==> config.mk <==
export PLATFORM = sky130hd
export DESIGN_NAME = instr_fetcher_flat
export DESIGN_NICKNAME = d
export VERILOG_FILES = /design/src/rtl/instr_fetcher_pkg.sv /design/src/rtl/instr_fetcher_if.sv /design/src/rtl/instr_fetcher_line_buf.sv /design/src/rtl/instr_fetcher.sv /design/src/flat_wrapper.sv
export SDC_FILE = /design/constraint.sdc
export NUM_CORES = 1
export LEC_CHECK = 0
export CAP_MARGIN = 20
export CORE_UTILIZATION = 55
export CTS_CLUSTER_SIZE = 16
export DETAILED_ROUTE_END_ITERATION = 7
export GPL_ROUTABILITY_DRIVEN = 1
export PLACE_DENSITY = 0.78
export SYNTH_ARGS = -nofsm -noshare
export SYNTH_HDL_FRONTEND = slang
export SYNTH_SLANG_ARGS = --single-unit
export TNS_END_PERCENT = 30
==> constraint.sdc <==
create_clock -name clk -period 3.2 [get_ports clk]
set_clock_uncertainty 0.2 [all_clocks]
set_input_delay 0.32 -clock clk [delete_from_list [all_inputs] [get_ports clk]]
set_output_delay 0.32 -clock clk [all_outputs]
set_load 0.1 [all_outputs]
==> src/rtl/instr_fetcher_pkg.sv <==
// Shared widths, constants and FSM encoding for the instruction fetcher.
package instr_fetcher_pkg;

  localparam int unsigned LEN_WORD         = 32;
  localparam logic [LEN_WORD-1:0] WORD_ZERO = '0;
  localparam int unsigned FETCH_LINE_WORDS = 4;

  typedef enum logic [1:0] {
    FETCH_IDLE   = 2'd0,
    FETCH_FILL_D = 2'd1,
    FETCH_FILL_P = 2'd2
  } fetch_state_e;

endpackage

==> src/rtl/instr_fetcher_if.sv <==
// Fetch handshake plus BRAM read port seen by the fetcher (slave) and its environment (master).
interface instr_fetcher_if
  import instr_fetcher_pkg::*;
#(
  parameter int unsigned MEM_ADDR_W = 15
);

  logic                  fetch_order;
  logic [LEN_WORD-1:0]   fetch_pc;
  logic                  fetch_done;
  logic [LEN_WORD-1:0]   fetch_instr;
  logic [LEN_WORD-1:0]   fetch_hint;
  logic                  mem_en;
  logic [MEM_ADDR_W-1:0] mem_addr;
  logic [LEN_WORD-1:0]   mem_rdata;

  modport master (
    output fetch_order, fetch_pc, fetch_hint, mem_rdata,
    input  fetch_done, fetch_instr, mem_en, mem_addr
  );

  modport slave (
    input  fetch_order, fetch_pc, fetch_hint, mem_rdata,
    output fetch_done, fetch_instr, mem_en, mem_addr
  );

endinterface

==> src/rtl/instr_fetcher_line_buf.sv <==
// One instruction line entry: valid/tag, word array with a write port, lookup and hint probe.
module instr_fetcher_line_buf
  import instr_fetcher_pkg::*;
#(
  parameter int unsigned LINE_WORDS = FETCH_LINE_WORDS,
  parameter int unsigned TAG_W      = 13
) (
  input  logic                          clk,
  input  logic                          rstn,
  input  logic                          i_init,
  input  logic                          i_clr,
  input  logic                          i_set,
  input  logic [TAG_W-1:0]              i_set_tag,
  input  logic                          i_wr_en,
  input  logic [$clog2(LINE_WORDS)-1:0] i_wr_idx,
  input  logic [LEN_WORD-1:0]           i_wr_data,
  input  logic [TAG_W-1:0]              i_lookup_tag,
  input  logic [$clog2(LINE_WORDS)-1:0] i_rd_off,
  input  logic [TAG_W-1:0]              i_probe_tag,
  output logic                          o_hit_c,
  output logic                          o_probe_hit_c,
  output logic [LEN_WORD-1:0]           o_rd_data_c
);

  logic                r_valid;
  logic [TAG_W-1:0]    r_tag;
  logic [LEN_WORD-1:0] r_data [LINE_WORDS];

  // Completion (set) wins over a same-cycle clear; flush wins over both.
  always_ff @(posedge clk) begin
    if (!rstn || i_init) begin
      r_valid <= 1'b0;
      r_tag   <= '0;
    end else if (i_set) begin
      r_valid <= 1'b1;
      r_tag   <= i_set_tag;
    end else if (i_clr) begin
      r_valid <= 1'b0;
    end
  end

  always_ff @(posedge clk) begin
    if (i_wr_en) r_data[i_wr_idx] <= i_wr_data;
  end

  assign o_hit_c       = r_valid && (r_tag == i_lookup_tag);
  assign o_probe_hit_c = r_valid && (r_tag == i_probe_tag);
  assign o_rd_data_c   = r_data[i_rd_off];

endmodule

==> src/rtl/instr_fetcher.sv <==
// Two-entry line-buffered instruction fetcher: same-cycle hits, demand fills and hint prefetch from a 1-cycle BRAM.
module instr_fetcher
  import instr_fetcher_pkg::*;
#(
  parameter int unsigned LINE_WORDS  = FETCH_LINE_WORDS,
  parameter int unsigned MEM_ADDR_W  = 15,
  parameter bit          PREFETCH_EN = 1'b1
) (
  input logic            clk,
  input logic            rstn,
  input logic            init,
  instr_fetcher_if.slave bus
);

  localparam int unsigned OFF_W = $clog2(LINE_WORDS);
  localparam int unsigned TAG_W = MEM_ADDR_W - OFF_W;
  localparam int unsigned CNT_W = OFF_W + 1;

  fetch_state_e          r_state, w_state_nxt;
  logic [TAG_W-1:0]      r_fill_tag, w_fill_tag_nxt, w_start_tag;
  logic                  r_fill_entry, w_fill_entry_nxt;
  logic [CNT_W-1:0]      r_issue_cnt, w_issue_cnt_nxt;
  logic [OFF_W-1:0]      r_recv_cnt, w_recv_cnt_nxt;
  logic                  r_mem_en, w_mem_en_nxt;
  logic [MEM_ADDR_W-1:0] r_mem_addr, w_mem_addr_nxt;
  logic                  r_rcv_vld, r_lru;
  logic                  w_flush, w_start, w_abort, w_wr, w_last_wr, w_miss, w_done;
  logic [MEM_ADDR_W-1:0] w_wa;
  logic [TAG_W-1:0]      w_pc_tag, w_hint_tag;
  logic [OFF_W-1:0]      w_pc_off;
  logic [1:0]            w_hit, w_probe_hit;
  logic [LEN_WORD-1:0]   w_rd_data [2];
  logic                  w_unused_bits;

  assign w_wa       = bus.fetch_pc[MEM_ADDR_W+1:2];
  assign w_pc_tag   = w_wa[MEM_ADDR_W-1:OFF_W];
  assign w_pc_off   = w_wa[OFF_W-1:0];
  assign w_hint_tag = bus.fetch_hint[MEM_ADDR_W+1:OFF_W+2];

  assign w_unused_bits = ^{bus.fetch_pc[1:0], bus.fetch_pc[LEN_WORD-1:MEM_ADDR_W+2],
                           bus.fetch_hint[OFF_W+1:0], bus.fetch_hint[LEN_WORD-1:MEM_ADDR_W+2]};

  assign w_flush   = !rstn || init;
  assign w_miss    = bus.fetch_order && !(|w_hit);
  assign w_done    = bus.fetch_order && (|w_hit) && !w_flush;
  assign w_wr      = r_rcv_vld && (r_state != FETCH_IDLE) && !w_flush;
  assign w_last_wr = w_wr && (r_recv_cnt == OFF_W'(LINE_WORDS - 1));

  for (genvar e = 0; e < 2; e++) begin : g_line
    instr_fetcher_line_buf #(
      .LINE_WORDS (LINE_WORDS),
      .TAG_W      (TAG_W)
    ) u_line (
      .clk           (clk),
      .rstn          (rstn),
      .i_init        (init),
      .i_clr         (w_start && (r_lru == 1'(e))),
      .i_set         (w_last_wr && (r_fill_entry == 1'(e))),
      .i_set_tag     (r_fill_tag),
      .i_wr_en       (w_wr && (r_fill_entry == 1'(e))),
      .i_wr_idx      (r_recv_cnt),
      .i_wr_data     (bus.mem_rdata),
      .i_lookup_tag  (w_pc_tag),
      .i_rd_off      (w_pc_off),
      .i_probe_tag   (w_hint_tag),
      .o_hit_c       (w_hit[e]),
      .o_probe_hit_c (w_probe_hit[e]),
      .o_rd_data_c   (w_rd_data[e])
    );
  end

  // Next state, fill bookkeeping and the registered BRAM request.
  always_comb begin
    w_state_nxt      = r_state;
    w_fill_tag_nxt   = r_fill_tag;
    w_fill_entry_nxt = r_fill_entry;
    w_issue_cnt_nxt  = r_issue_cnt;
    w_recv_cnt_nxt   = r_recv_cnt;
    w_mem_en_nxt     = 1'b0;
    w_mem_addr_nxt   = r_mem_addr;
    w_start          = 1'b0;
    w_abort          = 1'b0;
    w_start_tag      = w_pc_tag;

    unique case (r_state)
      FETCH_IDLE: begin
        if (w_miss) begin
          w_start     = 1'b1;
          w_state_nxt = FETCH_FILL_D;
        end else if (PREFETCH_EN && !(|w_probe_hit) &&
                     !(bus.fetch_order && (w_hint_tag == w_pc_tag))) begin
          w_start     = 1'b1;
          w_start_tag = w_hint_tag;
          w_state_nxt = FETCH_FILL_P;
        end
      end
      FETCH_FILL_D: begin
        if (w_last_wr) w_state_nxt = FETCH_IDLE;
      end
      FETCH_FILL_P: begin
        if (w_last_wr) begin
          w_state_nxt = FETCH_IDLE;
        end else if (w_miss && (w_pc_tag != r_fill_tag)) begin
          w_abort     = 1'b1;
          w_start     = 1'b1;
          w_state_nxt = FETCH_FILL_D;
        end
      end
      default: w_state_nxt = FETCH_IDLE;
    endcase

    if (r_state != FETCH_IDLE) begin
      if (r_issue_cnt < CNT_W'(LINE_WORDS)) begin
        w_mem_en_nxt    = 1'b1;
        w_mem_addr_nxt  = {r_fill_tag, r_issue_cnt[OFF_W-1:0]};
        w_issue_cnt_nxt = r_issue_cnt + CNT_W'(1);
      end
      if (w_wr) w_recv_cnt_nxt = r_recv_cnt + OFF_W'(1);
      if (w_last_wr) begin
        w_issue_cnt_nxt = '0;
        w_recv_cnt_nxt  = '0;
      end
    end

    // A new fill issues word 0 straight away so mem_en rises the next cycle.
    if (w_start) begin
      w_fill_tag_nxt   = w_start_tag;
      w_fill_entry_nxt = r_lru;
      w_issue_cnt_nxt  = CNT_W'(1);
      w_recv_cnt_nxt   = '0;
      w_mem_en_nxt     = 1'b1;
      w_mem_addr_nxt   = {w_start_tag, OFF_W'(0)};
    end
  end

  always_ff @(posedge clk) begin
    if (w_flush) begin
      r_state      <= FETCH_IDLE;
      r_fill_tag   <= '0;
      r_fill_entry <= 1'b0;
      r_issue_cnt  <= '0;
      r_recv_cnt   <= '0;
      r_mem_en     <= 1'b0;
      r_mem_addr   <= '0;
      r_rcv_vld    <= 1'b0;
      r_lru        <= 1'b0;
    end else begin
      r_state      <= w_state_nxt;
      r_fill_tag   <= w_fill_tag_nxt;
      r_fill_entry <= w_fill_entry_nxt;
      r_issue_cnt  <= w_issue_cnt_nxt;
      r_recv_cnt   <= w_recv_cnt_nxt;
      r_mem_en     <= w_mem_en_nxt;
      r_mem_addr   <= w_mem_addr_nxt;
      // The word still in flight from an aborted prefetch is dropped.
      r_rcv_vld    <= r_mem_en && !w_abort;
      if (w_done) r_lru <= w_hit[0];
    end
  end

  assign bus.fetch_done  = w_done;
  assign bus.fetch_instr = w_done ? (w_hit[0] ? w_rd_data[0] : w_rd_data[1]) : WORD_ZERO;
  assign bus.mem_en      = r_mem_en;
  assign bus.mem_addr    = r_mem_addr;

endmodule

==> src/flat_wrapper.sv <==
// flat-port wrapper written by rule: the top's interface ports become plain ports
module instr_fetcher_flat import instr_fetcher_pkg::*;
#(
  parameter int unsigned LINE_WORDS  = FETCH_LINE_WORDS,
  parameter int unsigned MEM_ADDR_W  = 15,
  parameter bit          PREFETCH_EN = 1'b1
)
  (clk, rstn, init, bus_fetch_order, bus_fetch_pc, bus_fetch_hint, bus_mem_rdata, bus_fetch_done, bus_fetch_instr, bus_mem_en, bus_mem_addr);
  instr_fetcher_if #(.MEM_ADDR_W(MEM_ADDR_W)) bus_i ();
  input logic clk;
  input logic rstn;
  input logic init;
  input wire logic [$bits(bus_i.fetch_order)-1:0] bus_fetch_order;
  input wire logic [$bits(bus_i.fetch_pc)-1:0] bus_fetch_pc;
  input wire logic [$bits(bus_i.fetch_hint)-1:0] bus_fetch_hint;
  input wire logic [$bits(bus_i.mem_rdata)-1:0] bus_mem_rdata;
  output wire logic [$bits(bus_i.fetch_done)-1:0] bus_fetch_done;
  output wire logic [$bits(bus_i.fetch_instr)-1:0] bus_fetch_instr;
  output wire logic [$bits(bus_i.mem_en)-1:0] bus_mem_en;
  output wire logic [$bits(bus_i.mem_addr)-1:0] bus_mem_addr;
  assign bus_i.fetch_order = bus_fetch_order;
  assign bus_i.fetch_pc = bus_fetch_pc;
  assign bus_i.fetch_hint = bus_fetch_hint;
  assign bus_i.mem_rdata = bus_mem_rdata;
  assign bus_fetch_done = bus_i.fetch_done;
  assign bus_fetch_instr = bus_i.fetch_instr;
  assign bus_mem_en = bus_i.mem_en;
  assign bus_mem_addr = bus_i.mem_addr;
  instr_fetcher #(.LINE_WORDS(LINE_WORDS), .MEM_ADDR_W(MEM_ADDR_W), .PREFETCH_EN(PREFETCH_EN)) u_core (.clk(clk), .rstn(rstn), .init(init), .bus(bus_i));
endmodule
# --- After elaboration in Yosys (flattened, before gate mapping) ---
# Memories as Yosys holds them, arrays and structs flattened.
# Index checks and enable logic that the tools add are counted.
totals:
  memories: 2
  regBits: 67
  ram_bits: 256
  output_inout_bits: 49
op_classes:
  bitwise: 2
  order_cmp: 1
  addsub: 2
  mux: 37
  n_reduce_logical: 45
  eq_ne: 12
memory_table:
  columns: ["name", "depth", "width", "read_ports", "rd_clocked_by_memory_dff", "wr", "line", "rtl"]
  rows:
  - ["u_core.g_line[0].u_line.r_data", 4, 32, 1, 0, 1, "instr_fetcher_line_buf.sv:27", "logic [LEN_WORD-1:0] r_data [LINE_WORDS];"]
  - ["u_core.g_line[1].u_line.r_data", 4, 32, 1, 0, 1, "instr_fetcher_line_buf.sv:27", null]
op_table:
  columns: ["operator", "n"]
  rows:
  - ["$eq 13x13->1", 5]
  - ["$mux 32", 2]
  - ["$mux 15", 3]
  - ["$mux 13", 3]
  - ["$logic_and 1x1->1", 20]
  - ["$mux 1", 18]
  - ["$mux 2", 7]
  - ["$reduce_bool 2->1", 7]
  - ["$ne 13x13->1", 1]
  - ["$reduce_and 2->1", 5]
  - ["$logic_not 1->1", 6]
  - ["$mux 3", 2]
  - ["$ne 3x1->1 const B", 2]
  - ["$pmux 2 s3", 1]
  - ["$reduce_or 2->1", 3]
  - ["$eq 2x2->1 const B", 2]
  - ["$add 3x1->3 const B", 1]
  - ["$lt 3x3->1 const B", 1]
  - ["$reduce_and 3->1", 1]
  - ["$reduce_bool 3->1", 1]
  - ["$add 2x1->2 const B", 1]
  - ["$eq 2x1->1 const B", 1]
  - ["$logic_not 2->1", 1]
  - ["$ne 2x1->1 const B", 1]
  - ["other kinds (3)", 4]

# --- Logic depth before layout (Yosys ltp) ---
depth:
  ltp_word: 12
  ltp_mapped: 9

# --- Hierarchy ---
# From an unflattened synthesis, not the netlist that was laid out.
unflattened:
  hier_cells: 818
  hier_area_um2: 13536.7
by_module_without_submodules:
  columns: ["module", "cells_each", "seq_area_each_um2", "n_inst", "area_per_inst_um2"]
  rows:
  - ["instr_fetcher_line_buf at u_core.g_line[0].u_line", 255, 4124.0, 1, 5467.7]
  - ["instr_fetcher_line_buf at u_core.g_line[1].u_line", 255, 4124.0, 1, 5465.2]
  - ["instr_fetcher", 308, 780.7, 1, 2603.7]

# --- Worst setup path before layout ---
# Ideal clock, no wire load.
synth_path:
  path_kind: "input to output"
  start: "input bus_fetch_pc[8]"
  end: "output bus_fetch_instr[22]"
  path_buffers: 2
  path_slack_ns: -0.556
  path_stages: 8
  arrival_ns: 3.236
  t_required_ns: 2.680
  path_cell_list: "buf_2 -> xnor2_1 -> nand4_1 -> or4_4 -> nand2_1 -> nand3_1 -> clkbuf_1 -> a21oi_1"
synth_between:
  elab_chain_len: 6
  word_cells_on_any_way: 9
synth_rtl:
  columns: ["item", "line", "rtl"]
  rows:
  - ["from (decl)", "flat_wrapper.sv:14", "input wire logic [$bits(bus_i.fetch_pc)-1:0] bus_fetch_pc;"]
  - ["$eq 13x13->1", "instr_fetcher_line_buf.sv:46", "assign o_hit_c = r_valid && (r_tag == i_lookup_tag);"]
  - ["$logic_and 1x1->1", "instr_fetcher_line_buf.sv:46", null]
  - ["$reduce_or 2->1", "instr_fetcher.sv:45", "assign w_done = bus.fetch_order && (|w_hit) && !w_flush;"]
  - ["$logic_and 1x1->1 (2 in series)", "instr_fetcher.sv:45", null]
  - ["$mux 32 (*)", "instr_fetcher.sv:162", "assign bus.fetch_instr = w_done ? (w_hit[0] ? w_rd_data[0] : w_rd_data[1]) : WORD_ZERO;"]
  - ["to (decl)", "flat_wrapper.sv:18", "output wire logic [$bits(bus_i.fetch_instr)-1:0] bus_fetch_instr;"]
# Mark *: on every way between the ends. The rest lies on a longest branch, timed or not.

# --- Worst setup path in the final report ---
layout_path:
  start: "register u_core.g_line[1].u_line.r_tag[10]"
  end: "output bus_fetch_instr[16]"
layout_between:
  elab_chain_len: 6
layout_rtl:
  columns: ["item", "line", "rtl"]
  rows:
  - ["from (decl)", "instr_fetcher_line_buf.sv:26", "logic [TAG_W-1:0] r_tag;"]
  - ["from (signal assigned)", "instr_fetcher_line_buf.sv:36", "r_tag <= i_set_tag;"]
  - ["$eq 13x13->1", "instr_fetcher_line_buf.sv:46", null]
  - ["$logic_and 1x1->1", "instr_fetcher_line_buf.sv:46", null]
  - ["$reduce_or 2->1", "instr_fetcher.sv:45", null]
  - ["$logic_and 1x1->1 (2 in series)", "instr_fetcher.sv:45", null]
  - ["$mux 32", "instr_fetcher.sv:162", null]
# Every way passes these cells.

==> reports/results.txt <==
die area = 25100 um^2
DRT iter0 DRCs = 768
Crit path largest cell delay = 0.59 ns
sw frac = 21.4%
CTS clock-pin slew for the worst setup and hold paths = 0.06 ns
Core Region = 23700 um^2
# rows = 56
Horiz. Die Dim = 158 um
Die Ht = 158 um
Tcrit/Tclk final = 101%
most frequent cells in the layout = edfxtp_1 (256), nand2_1 (164), buf_4 (85)
Area contributors post-synth = edfxtp_1 (57%), mux4_2 (11%), dfxtp_1 (10%)
Post-Synth Adder-Cell Area = 0.466%
# diodes = 0
crit path max fanout = 15
setup violators final = 8
largest net degree at the start of global routing = 53
Synth async-reset ratio = 0%
port bufs = 112
setup ws final = -0.0243 ns
FMAX = 0.310 GHz
clock power share = 41.2%
DRC Markers = 0
Max H-tree Level = 1
Starting Density = 56.7%
Synth Area in Compound Gates = 5.65%
simple-gate share of the synthesized area = 7.84%
synth warn = 0
Int Power = 6900 uW
Synth Instances = 912
Static Leak = 0.00575 uW
power density over the cells = 519 nW/um^2
WL/cell = 22.6 um
Post-Route Utilization = 71.4%
sequential area share after synthesis = 67.2%
initial antenna violation count = 1
Clk Latency, worst-skew pair = 0.55 ns
number of enable flip-flop cells after synthesis = 256
final WL = 31.8 mm
vias per cell = 5.93
largest family of logic cells by synthesized area = multiplexers
pre-CTS WS = -0.0928 ns
failing checks = setup timing
dpl hpwl = 18.9 mm
MaxCap Viol Count = 0
Routed Antenna Nets = 0
Mapped Nets = 1017
share of cells above drive strength 1 = 29.2%
worst vdd ir = 0.000359 V
endpoints failing hold = 0
final net count = 1169
combinational power share = 6.8%
worst path cell trace = xnor2_1, nand4_1, or4_4, nand2_4, nand3_4, clkbuf_16, a21oi_1, buf_12
Crit path required time = 2.68 ns
Startpoint Class = flip-flop
top_reg_cell synth = edfxtp_1
most common cell after layout, fill and taps aside = edfxtp_1
total grt overflow = 0
cell taking the most area after synthesis = edfxtp_1
crit end category = output pin
critical setup path kind = flip-flop to output pin
Layout area overhead = 25.7%
Worst EP arrival = 2.70 ns
area share of xor/xnor cells in the synthesized design = 5.15%
clock sink count = 323
relative slew slack = 55.1%
cts-stage hold buffer count = 0
RSZ-0062 raised after global routing = yes
Hold Crit Class = primary input to flip-flop
multiplexer share of the synthesized area = 10.8%
clock root buffer master = clkbuf_16
Least-Margin Pin Slew = 0.673 ns
top-area cell type share of the netlist area = 57.2%
Max Root-Sink Buffers = 3
Num CTS Buffers = 30
unique cell type count in the Yosys netlist = 45
# IOs = 149
first-pass GRT wire length = 46.5 mm
Max Slew Vio Count = 0
status = finished with violations
CP max-delay cell = or4_4
Mapped Area = 13400 um^2
Routability Congestion = 0.946
Flop pwr share = 52.1%
NetSw = 1870 uW
vias in the first global route = 8358
CTS tree = done
DRT Pass-1 Iters = 5
Final min period = 3.22 ns
post-synthesis sequential element count = 323
synthesized area per cell = 14.7 um^2
gr usage total = 25.2%
vias = 8348
WHS = 0.256 ns
[path summary, 6_finish.rpt]
kind / startpoint / end / slack (ns) / cells after the start
setup reg to reg: u_core.g_line[0].u_line.r_tag[12] / u_core.bus.mem_addr[5] / 0.63 / 9
hold / removal: bus_fetch_pc[7] / u_core.bus.mem_addr[5] / 0.26 / 4
hold reg to reg: u_core.bus.mem_addr[1] / u_core.bus.mem_addr[1] / 0.27 / 2
setup / recovery: u_core.g_line[1].u_line.r_tag[10] / bus_fetch_instr[16] / -0.02 / 8
[sequential cells by signal, summed over array words and instances (netlist names), 2 cells and up]
register                      count
u_core.bus.mem_addr              15
u_core.g_line.u_line.r_data     256
u_core.g_line.u_line.r_tag       26
u_core.g_line.u_line.r_valid      2
u_core.r_fill_tag                13
u_core.r_issue_cnt                3
u_core.r_recv_cnt                 2
u_core.r_state                    2
[per-layer routing]
layer  up-vias  GRT usage (%)  wire [um]
met1      4170           33.3      12500
li1       3702              -          -
met3        71           3.65       2270
met2       403           43.1      16200
met4         2           8.15        763
met5         -              0         18
[stage by stage]
step / TNS [ns] / power (uW) / std cells / instance area (um^2)
2_1_floorplan: -17.30 / 5020 / 912 / 13400
3_3_place_gp: -0.238 / 5220 / 1348 / 15600
3_5_place_dp: -1.72 / 5230 / 1348 / 15600
4_1_cts: -0.175 / 8810 / 1404 / 16700
5_1_grt: -1.95 / 9010 / 1407 / 16900
6_report: -0.103 / 8770 / 1407 / 16900
[cell families (layout without fill, tap and decap cells)]
| logic type | count (synthesis) | after routing |
|---|---|---|
| adder cells (fa/ha/maj) | 5 | 5 |
| AO/OA/AOI/OAI | 111 | 111 |
| flip-flops | 323 | 323 |
| multiplexers | 65 | 65 |
| XOR/XNOR | 79 | 79 |
| AND/OR/NAND/NOR | 240 | 240 |
| buffers and inverters | 89 | 265 |
[worst max-delay path: cells and delay by family (launching register included)]
family | cells | cell delay, ns
AOI/OAI and AO/OA | 1 | 0.24
xor gates and xnor gates | 1 | 0.14
buffers and inverters | 2 | 0.45
DFF | 1 | 0.41
and+or+nand+nor | 4 | 0.93
[area by class of cell]
type,count,area (um^2)
Fill cell,1513,6780
Tap cell,319,399
Clock buffer,39,806
Clock inverter,17,194
Timing Repair Buffer,190,2120
Sequential cell,323,9050
Multi-Input combinational cell,500,4260
Inverter,19,71.3
[cells in the mapped netlist (2+ instances only)]
| cell | count |
|---|---|
| dfxtp_1 | 67 |
| buf_1 | 9 |
| nor2_1 | 21 |
| nand2b_1 | 3 |
| nand3_1 | 7 |
| and3_1 | 4 |
| buf_2 | 13 |
| a31oi_1 | 7 |
| nor3b_2 | 2 |
| a21boi_2 | 3 |
| o221ai_1 | 6 |
| clkbuf_1 | 42 |
| and2_1 | 4 |
| a221o_1 | 20 |
| edfxtp_1 | 256 |
| ha_1 | 5 |
| xnor2_1 | 71 |
| xor2_1 | 8 |
| a21oi_1 | 64 |
| or4_1 | 2 |
| mux4_2 | 64 |
| nor2b_1 | 3 |
| nand2_1 | 165 |
| inv_1 | 19 |
| nand4_1 | 18 |
| buf_6 | 5 |
| nor4_1 | 5 |
| a41oi_1 | 2 |
[power by group through the flow]
| stage | logic [uW] | registers, uW | clock network (uW) |
|---|---|---|---|
| 2_1_floorplan | 293 | 4720 | 0 |
| 3_3_place_gp | 566 | 4660 | 0 |
| 3_5_place_dp | 576 | 4660 | 0 |
| 4_1_cts | 587 | 4570 | 3660 |
| 5_1_grt | 629 | 4570 | 3820 |
| 6_report | 595 | 4570 | 3610 |
[repair_timing]
item,CTS,global route
gates cloned,0,1
setup endpoints to repair,32,32
pin swaps,0,2
setup buffers,0,2
resized for setup,26,39
(Power assumes the default switching activity.)
